File: config.mk
export PLATFORM = sky130hd
export DESIGN_NAME = dcache_wb_buffer
export DESIGN_NICKNAME = d
export VERILOG_FILES = /design/src/rtl/dcache_wb_buffer_pkg.sv /design/src/rtl/wb_addr_cmp.sv /design/src/rtl/dcache_wb_buffer.sv
export SDC_FILE = /design/constraint.sdc
export NUM_CORES = 1
export LEC_CHECK = 0
export ABC_AREA = 1
export CELL_PAD_IN_SITES_DETAIL_PLACEMENT = 1
export CELL_PAD_IN_SITES_GLOBAL_PLACEMENT = 1
export CORE_MARGIN = 10
export CORE_UTILIZATION = 42
export CTS_CLUSTER_DIAMETER = 120
export DETAILED_ROUTE_END_ITERATION = 8
export GPL_ROUTABILITY_DRIVEN = 0
export HOLD_SLACK_MARGIN = 0.03
export PLACE_DENSITY_LB_ADDON = 0.1
export SLEW_MARGIN = 20
export SYNTH_ARGS = -nofsm -noshare
export SYNTH_HDL_FRONTEND = slang
export SYNTH_SLANG_ARGS = --single-unit
File: constraint.sdc
create_clock -name aclk -period 18.6 [get_ports aclk]
set_clock_uncertainty 0.2 [all_clocks]
set_input_delay 4.65 -clock aclk [delete_from_list [all_inputs] [get_ports aclk]]
set_output_delay 4.65 -clock aclk [all_outputs]
set_load 0.05 [all_outputs]
File: src/rtl/dcache_wb_buffer_pkg.sv
// Shared types and constants for the dcache write-back / uncached-store buffer.
// Entry layout is {type, addr, wstrb, data} = 3 + 32 + 4 + 128 bits.
package dcache_wb_buffer_pkg;

  localparam logic [2:0] TYPE_BYTE = 3'b000;
  localparam logic [2:0] TYPE_HALF = 3'b001;
  localparam logic [2:0] TYPE_WORD = 3'b010;
  localparam logic [2:0] TYPE_LINE = 3'b100;

  localparam int LINE_OFF_W  = 4;
  localparam int LINE_ADDR_W = 32 - LINE_OFF_W;
  localparam int WB_ENTRY_W  = 167;

  typedef struct packed {
    logic [2:0]   wtype;
    logic [31:0]  addr;
    logic [3:0]   wstrb;
    logic [127:0] data;
  } wb_entry_t;

  // Byte-lane overwrite of a 32-bit word: lanes with strb set take new_w.
  function automatic logic [31:0] merge_word(input logic [31:0] old_w,
                                             input logic [31:0] new_w,
                                             input logic [3:0]  strb);
    logic [31:0] res;
    for (int b = 0; b < 4; b++) begin
      res[b*8 +: 8] = strb[b] ? new_w[b*8 +: 8] : old_w[b*8 +: 8];
    end
    return res;
  endfunction

endpackage

File: src/rtl/wb_addr_cmp.sv
// Line-address hazard comparator: flags a match between the checked line
// and any valid buffered entry, reduced by OR.
module wb_addr_cmp
  import dcache_wb_buffer_pkg::*;
#(
  parameter int DEPTH = 2
) (
  input  logic [DEPTH-1:0]       i_valid,
  input  logic [LINE_ADDR_W-1:0] i_entry_line [DEPTH],
  input  logic [LINE_ADDR_W-1:0] i_chk_line,
  output logic                   o_hit
);

  logic [DEPTH-1:0] w_match;

  for (genvar g = 0; g < DEPTH; g++) begin : g_cmp
    assign w_match[g] = i_valid[g] && (i_entry_line[g] == i_chk_line);
  end

  assign o_hit = |w_match;

endmodule

File: src/rtl/dcache_wb_buffer.sv
// In-order write-back / uncached-store FIFO between the dcache and the AXI bridge.
// Define DCACHE_WB_MERGE_EN to merge sub-line stores into the youngest entry.
module dcache_wb_buffer
  import dcache_wb_buffer_pkg::*;
#(
  parameter  int DEPTH = 2,
  localparam int PTR_W = $clog2(DEPTH)
) (
  input  logic         aclk,
  input  logic         aresetn,
  input  logic         in_valid,
  output logic         in_ready,
  input  logic [2:0]   in_type,
  input  logic [31:0]  in_addr,
  input  logic [3:0]   in_wstrb,
  input  logic [127:0] in_data,
  input  logic [31:0]  chk_addr,
  output logic         chk_hazard,
  output logic         empty,
  output logic         dcache_wr_req,
  output logic [2:0]   dcache_wr_type,
  output logic [31:0]  dcache_wr_addr,
  output logic [3:0]   dcache_wr_wstrb,
  output logic [127:0] dcache_wr_data,
  input  logic         dcache_wr_rdy
);

  localparam logic [PTR_W:0] CNT_FULL      = (PTR_W+1)'(DEPTH);
  localparam logic [PTR_W:0] CNT_MERGE_MIN = (PTR_W+1)'(2);

  wb_entry_t              r_mem [DEPTH];
  logic [DEPTH-1:0]       r_valid;
  logic [PTR_W-1:0]       r_wr_ptr;
  logic [PTR_W-1:0]       r_rd_ptr;
  logic [PTR_W:0]         r_count;

  wb_entry_t              w_head;
  wb_entry_t              w_new;
  logic                   w_full;
  logic                   w_push;
  logic                   w_pop;
  logic                   w_merge_hit;
  logic [LINE_ADDR_W-1:0] w_entry_line [DEPTH];
  logic                   w_unused;

  assign w_full  = (r_count == CNT_FULL);
  assign empty   = (r_count == '0);
  assign w_head  = r_mem[r_rd_ptr];

  assign dcache_wr_req   = !empty;
  assign dcache_wr_type  = w_head.wtype;
  assign dcache_wr_addr  = w_head.addr;
  assign dcache_wr_wstrb = w_head.wstrb;
  assign dcache_wr_data  = w_head.data;

  assign w_new = '{wtype: in_type, addr: in_addr, wstrb: in_wstrb, data: in_data};

`ifdef DCACHE_WB_MERGE_EN
  logic [PTR_W-1:0] w_young_ptr;
  wb_entry_t        w_young;
  wb_entry_t        w_merged;
  logic             w_merge;

  // count >= 2 keeps the merge target away from the head being offered.
  assign w_young_ptr = r_wr_ptr - PTR_W'(1);
  assign w_young     = r_mem[w_young_ptr];
  assign w_merge_hit = (in_type != TYPE_LINE) && (r_count >= CNT_MERGE_MIN) &&
                       (w_young.wtype != TYPE_LINE) &&
                       (w_young.addr[31:2] == in_addr[31:2]);
  assign w_merge     = in_valid && w_merge_hit;

  // NOTE: every always_comb output gets a full default first so no latch is inferred.
  always_comb begin
    w_merged                = w_young;
    w_merged.wtype          = TYPE_WORD;
    w_merged.wstrb          = w_young.wstrb | in_wstrb;
    w_merged.data[31:0]     = merge_word(w_young.data[31:0], in_data[31:0], in_wstrb);
  end
`else
  assign w_merge_hit = 1'b0;
`endif

  assign in_ready = !w_full || w_merge_hit;
  assign w_push   = in_valid && in_ready && !w_merge_hit;
  assign w_pop    = dcache_wr_req && dcache_wr_rdy;

  always_ff @(posedge aclk) begin
    // NOTE: sequential state uses non-blocking assignments only, so every flop
    // samples pre-edge values regardless of statement order.
    if (!aresetn) begin
      r_wr_ptr <= '0;
      r_rd_ptr <= '0;
      r_count  <= '0;
      r_valid  <= '0;
      // NOTE: storage is small and drives the data outputs directly, so it is
      // reset to keep those outputs defined; large RAMs would not be reset.
      for (int i = 0; i < DEPTH; i++) begin
        r_mem[i] <= '0;
      end
    end else begin
      if (w_pop) begin
        r_valid[r_rd_ptr] <= 1'b0;
        r_rd_ptr          <= r_rd_ptr + PTR_W'(1);
      end
      if (w_push) begin
        r_mem[r_wr_ptr]   <= w_new;
        r_valid[r_wr_ptr] <= 1'b1;
        r_wr_ptr          <= r_wr_ptr + PTR_W'(1);
      end
`ifdef DCACHE_WB_MERGE_EN
      if (w_merge) begin
        r_mem[w_young_ptr] <= w_merged;
      end
`endif
      if (w_push && !w_pop) begin
        r_count <= r_count + (PTR_W+1)'(1);
      end else if (w_pop && !w_push) begin
        r_count <= r_count - (PTR_W+1)'(1);
      end
    end
  end

  for (genvar g = 0; g < DEPTH; g++) begin : g_line
    assign w_entry_line[g] = r_mem[g].addr[31:LINE_OFF_W];
  end

  wb_addr_cmp #(
    .DEPTH        (DEPTH)
  ) u_addr_cmp (
    .i_valid      (r_valid),
    .i_entry_line (w_entry_line),
    .i_chk_line   (chk_addr[31:LINE_OFF_W]),
    .o_hit        (chk_hazard)
  );

  // Only the line part of the checked address takes part in the hazard compare.
  assign w_unused = ^chk_addr[LINE_OFF_W-1:0];

  a_no_push_when_busy : assert property (@(posedge aclk) disable iff (!aresetn)
    !in_ready |=> (r_wr_ptr == $past(r_wr_ptr)));

  a_head_stable : assert property (@(posedge aclk) disable iff (!aresetn)
    (dcache_wr_req && !dcache_wr_rdy) |=> $stable(w_head));

endmodule

-- Yosys cells after proc, flatten, opt, wreduce, memory -nomap -nowiden
Memory sizes are Yosys's and may differ from the RTL's. A register that Yosys moved wholly into a read port is not among the register bits.
Cells that the tools add are included.
- output and inout bits: 171
- bits in latches: 0
- input bits: 203
- memories: 1
- word-level logic and storage cells: 53
- bits in registers: 6
- memory bits (read-only): 0
- memory bits (writable): 334
- shift operators: 0
- reductions and logical operators: 16
- add/subtract/negate cells: 4
- mux-type cells: 18
- $mul: 0
- magnitude comparators: 4
- divide/modulo/power cells: 0
- bitwise operators: 3
- eq/ne operators: 3
- memories (name ; depth ; width ; read ports ; clocked after memory_dff ; wr ports ; line ; text):
    r_mem ; 2 ; 167 ; 3 ; 1 ; 2 ; dcache_wb_buffer.sv:31 ; wb_entry_t r_mem [DEPTH];
- operators by type and width (operator ; number):
    2-to-1 mux 167 bit ; 1
    OR reduction 167 bit ; 1
    equality test 28 bit ; 2
    2-to-1 mux 1 bit ; 10
    2-to-1 mux 2 bit ; 5
    logical AND 1 bit ; 8
    zero test 1 bit ; 4
    < comparator 1 x 2 -> 1 bit, second input constant ; 2
    adder 1 bit, second input constant ; 2
    adder 2 x 1 -> 2 bit, second input constant ; 1
    bitwise AND 2 bit ; 1
    demux 1 bit (select 1 bit) ; 2
    equality test 2 bit, second input constant ; 1
    greater-or-equal comparator 1 bit, second input constant ; 2
    zero test 2 bit ; 1
    inverter 2 bit ; 1
    bitwise OR 2 bit ; 1
    nonzero test 2 bit ; 1
    OR reduction 2 bit ; 1
    subtractor 2 x 1 -> 2 bit, second input constant ; 1

-- Depth between registers and ports, before layout
- depth after elaboration: 10
- mapped depth: 10
- gate-level depth less buffers: 10

-- Modules after synthesis
Synthesis repeated with hierarchy kept, for this count alone.
- cells, all modules: 1379
- area total of the unflattened synthesis: 15885.2 sq um
- by module, submodules not included (module ; seq. area each (sq um) ; cells an instance ; instances ; area each (sq um)):
    dcache_wb_buffer ; 10169.8 ; 1104 ; 1 ; 14771.7
    wb_addr_cmp ; 0.0 ; 275 ; 1 ; 1113.6

-- Worst setup path after synthesis
OpenSTA, ideal clock, no wires.
- kind: input port to output port
- from: input chk_addr[22]
- to: output chk_hazard
- setup slack: 8.300 ns
- arrival: 5.450 ns
- data required time: 13.750 ns
- stages: 8
- buffers on the path: 0
- path through: inv_1 -> a21oi_1 -> nand2_1 -> nor2_1 -> nand2_1 -> nor2_1 -> nand2_1 -> nand2_1
- cells in the longest elaborated chain, start to end: 3
- elaborated cells between the ends (all ways): 5
- classes of those cells: eq/ne (2); reduce/logical (3)
- RTL lines (item ; line ; text):
    start: declaration ; dcache_wb_buffer.sv:17 ; input logic [31:0] chk_addr,
    equality test 28 bit ; wb_addr_cmp.sv:17 ; assign w_match[g] = i_valid[g] && (i_entry_line[g] == i_chk_line);
    logical AND 1 bit ; wb_addr_cmp.sv:17 ;
    OR reduction 2 bit (*) ; wb_addr_cmp.sv:20 ; assign o_hit = |w_match;
    end: declaration ; dcache_wb_buffer.sv:18 ; output logic chk_hazard,
Every way passes the cells marked *; elsewhere a longest branch is shown, timed or not.

-- Worst setup path in the final report
- from: input chk_addr[20]
- to: output chk_hazard
The elaborated chain is that of the path after synthesis.

==> summary.txt <==
Global route
  – Vias in the first global route: 11,500
  – GR Overflow Total: 0
  – Initial antenna violation count: 14
  – Gr usage total: about a fifth
  – First-pass GRT wire length: between 60 and 70 mm
  – Largest net degree at the start of global routing: 92

CTS
  – Clock-pin slew on the worst setup and hold paths: about 0.050 ns
  – Post-CTS Hold Fix Bufs: 0
  – TritonCTS clock tree: built
  – Post-cts resize count: 0
  – # H-tree levels: 2
  – Clk sinks: 341
  – Clock root buffer master: clkbuf_16
  – # Post-CTS Setup Buffers: 0
  – Num CTS Buffers: 39
  – Clk_lat worst skew: around 0.52 ns
  – Longest Clk Path Bufs: 3

Synthesis
  – Fraction of registers with async set/reset: 0%
  – Post-synth net total: roughly 1,600
  – Area contributors post-synth: edfxtp_1 (64%), mux2_2 (10%), nor2_1 (6.4%)
  – Post-synth EDFFs: 334
  – Synthesized flop and latch total: about 340
  – Area fraction of the dominant cell type after synthesis: 63.6%
  – Avg Cell Area, Syn: 11.4 um^2
  – Count of warnings emitted by yosys: 0
  – Cells after Synth: approximately 1,400
  – Synth area leader: edfxtp_1
  – Post-synth top flop: edfxtp_1
  – Mapped cell area: ~0.016 mm^2
  – Post-synth cell types: 25
  – Register area share after synthesis: 64.5%

Critical path
  – Worst path max stage delay: between 0.8 and 0.9 ns
  – Worst-path cell chain: clkdlybuf4s50_1 -> inv_1 -> nand2_1 -> nand2_1 -> inv_1 -> nand2_1 -> nor2_1 -> nand2_1 -> nor2_1 -> nand2_1 -> nand2_1 -> clkdlybuf4s50_1
  – Worst Setup End Kind: primary output
  – Worst Path Buf+Inv: 4
  – WP data required: 13.75 ns
  – Crit Path Max Fanout: 3
  – Setup crit start kind: primary input
  – CP top delay family: buffers and inverters
  – Max stage delay cell, worst path: clkdlybuf4s50_1
  – Most common cell on crit path: nand2_1
  – Crit path DAT: a little under 7 ns
  – Worst Setup Path Type: primary input to primary output

Route
  – Vias per cell: roughly 4.8
  – DRT iter0 DRCs: 524
  – Final antenna-violating net count: 0
  – Post-DR wirelength/cell: roughly 20 um
  – Drt pass-1 iters: 5
  – Routed wire length: 45.6 mm
  – Routed vias: 10,800
  – DRC Markers: 0

Timing
  – Fin Setup TNS: 0 ns
  – RSZ-0062 raised after global routing: false
  – Crit path time final: ~12 ns
  – Final hold violation count: 0
  – Worst Max-Slew Pin Slew: 1.06 ns
  – Final number of max-transition violations: 0
  – Final setup vio count: 0
  – Final setup margin: about 7 ns
  – Tcrit/Tclk final: a little over three fifths
  – Max Freq: between 80 and 90 MHz
  – Worst relative slew slack: roughly 30%

Layout
  – Leading cell type in the layout, fill and taps excluded: clkdlybuf4s50_1
  – Area of the multi-input gates: roughly 0.0043 mm^2
  – Most frequent cells in the layout: clkdlybuf4s50_1 (369), edfxtp_1 (334), nor2_1 (270)
  – Layout net count: just under 2,000
  – Layout cells sized above 1: ~17%
  – Storage cell area: 0.0102 mm^2
  – Filler Cell Count: 3,860
  – Area grow syn2layout: 32.8%

Pwr
  – Pwr dens: 127 mW/mm^2
  – Worst VDD drop: a little under 0.09 mV
  – Leakage power: slightly below 9 nW

Worst hold path
  – Min-delay worst type: register to register

Place
  – Post-place setup slack: between 6 and 7 ns
  – Post-DP HPWL: ~31 mm
  – I/O Buffers: 369

Floorplanning
  – DIE AREA: around 0.046 mm^2
  – Die Ht: ~210 um
  – Row cnt: 70
  – Core footprint: ~0.037 mm^2
  – Die width: ~210 um
  – # IOs: ~370
  – Initial Util: about 43%

Flow run
  – Max Cap Viol: 0

Outcome
  – Status: finished clean
Yosys cell counts (3+ instances only):
cell type  count
xor2_1         3
nor2_1       270
inv_1        251
nor2_4        10
a21oi_1        8
nand4_1        4
nand2_1      146
o21ai_0       34
buf_8          9
mux2_2       143
buf_2         30
nor2_2        88
xnor2_1       12
edfxtp_1     334
clkbuf_1      17
dfxtp_1        7
through the flow:
| stage | util, % | power, mW | area [um^2] | std cells | hold WS [ns] |
|---|---|---|---|---|---|
| 2_1_floorplan | - | 1.65 | 15800 | 1377 | 0.248 |
| 3_3_place_gp | 53.7 | 1.97 | 19800 | 2166 | 0.280 |
| 3_5_place_dp | 53.7 | 1.98 | 19800 | 2166 | 0.286 |
| 4_1_cts | 56.9 | 2.69 | 20900 | 2236 | 0.294 |
| 5_1_grt | 56.9 | 2.77 | 20900 | 2238 | 0.334 |
| 6_report | 56.9 | 2.66 | 20900 | 2241 | 0.292 |
where the power goes:
group          switching, mW  internal, mW
Combinational          0.643         0.326
Sequential            0.0347         0.957
Clock                  0.296         0.401
Total                  0.973          1.68
area by class of cell:
cell class	count	share of cell area, %
antenna	5	0.0598
inverter	252	4.52
sequential	341	48.6
tap	468	2.80
clock inverter	17	0.335
multi-input combinational	725	20.5
timing repair buffer	380	18.1
clock buffer	53	5.12
path summary, 6_finish.rpt:
path         cells past startpoint             to    startpoint  slack [ns]
max                             12     chk_hazard  chk_addr[20]        6.95
min                              2     r_valid[0]    r_valid[0]        0.29
max reg2reg                      6  r_mem[0][147]    r_count[1]       14.72
min reg2reg                      2     r_valid[0]    r_valid[0]        0.29
routing by layer:
layer  wire length [um]  share of wire [%]  track usage [%]
met4                812                1.8             4.60
met3               4040                8.9             7.55
met1              17500                 38             22.2
met2              23100                 51             33.7
met5                115               0.25                0
state kept, by name, summed over array words and instances, names as in the netlist, named ones only:
register and count:
r_wr_ptr 1, r_rd_ptr 1, r_valid 2, r_mem 334
r_count 2
worst register-to-register path, cell delays in order (launching register included):
cell and delay, ns:
dfxtp_1 0.43, a21boi_4 0.11, nand3b_1 0.16, buf_4 0.68, buf_4 0.94, buf_4 0.92
nor2_1 0.15
cells by family after synthesis:
group | count (synthesis) | synth area share (%)
AO/OA/AOI/OAI | 44 | 1.50
XOR/XNOR | 15 | 0.833
adder cells (fa/ha/maj) | 1 | 0.0794
buffers and inverters | 311 | 8.41
flip-flops | 341 | 64.5
multiplexers | 143 | 10.2
AND/OR/NAND/NOR | 522 | 14.4
(Power assumes the default switching activity.)
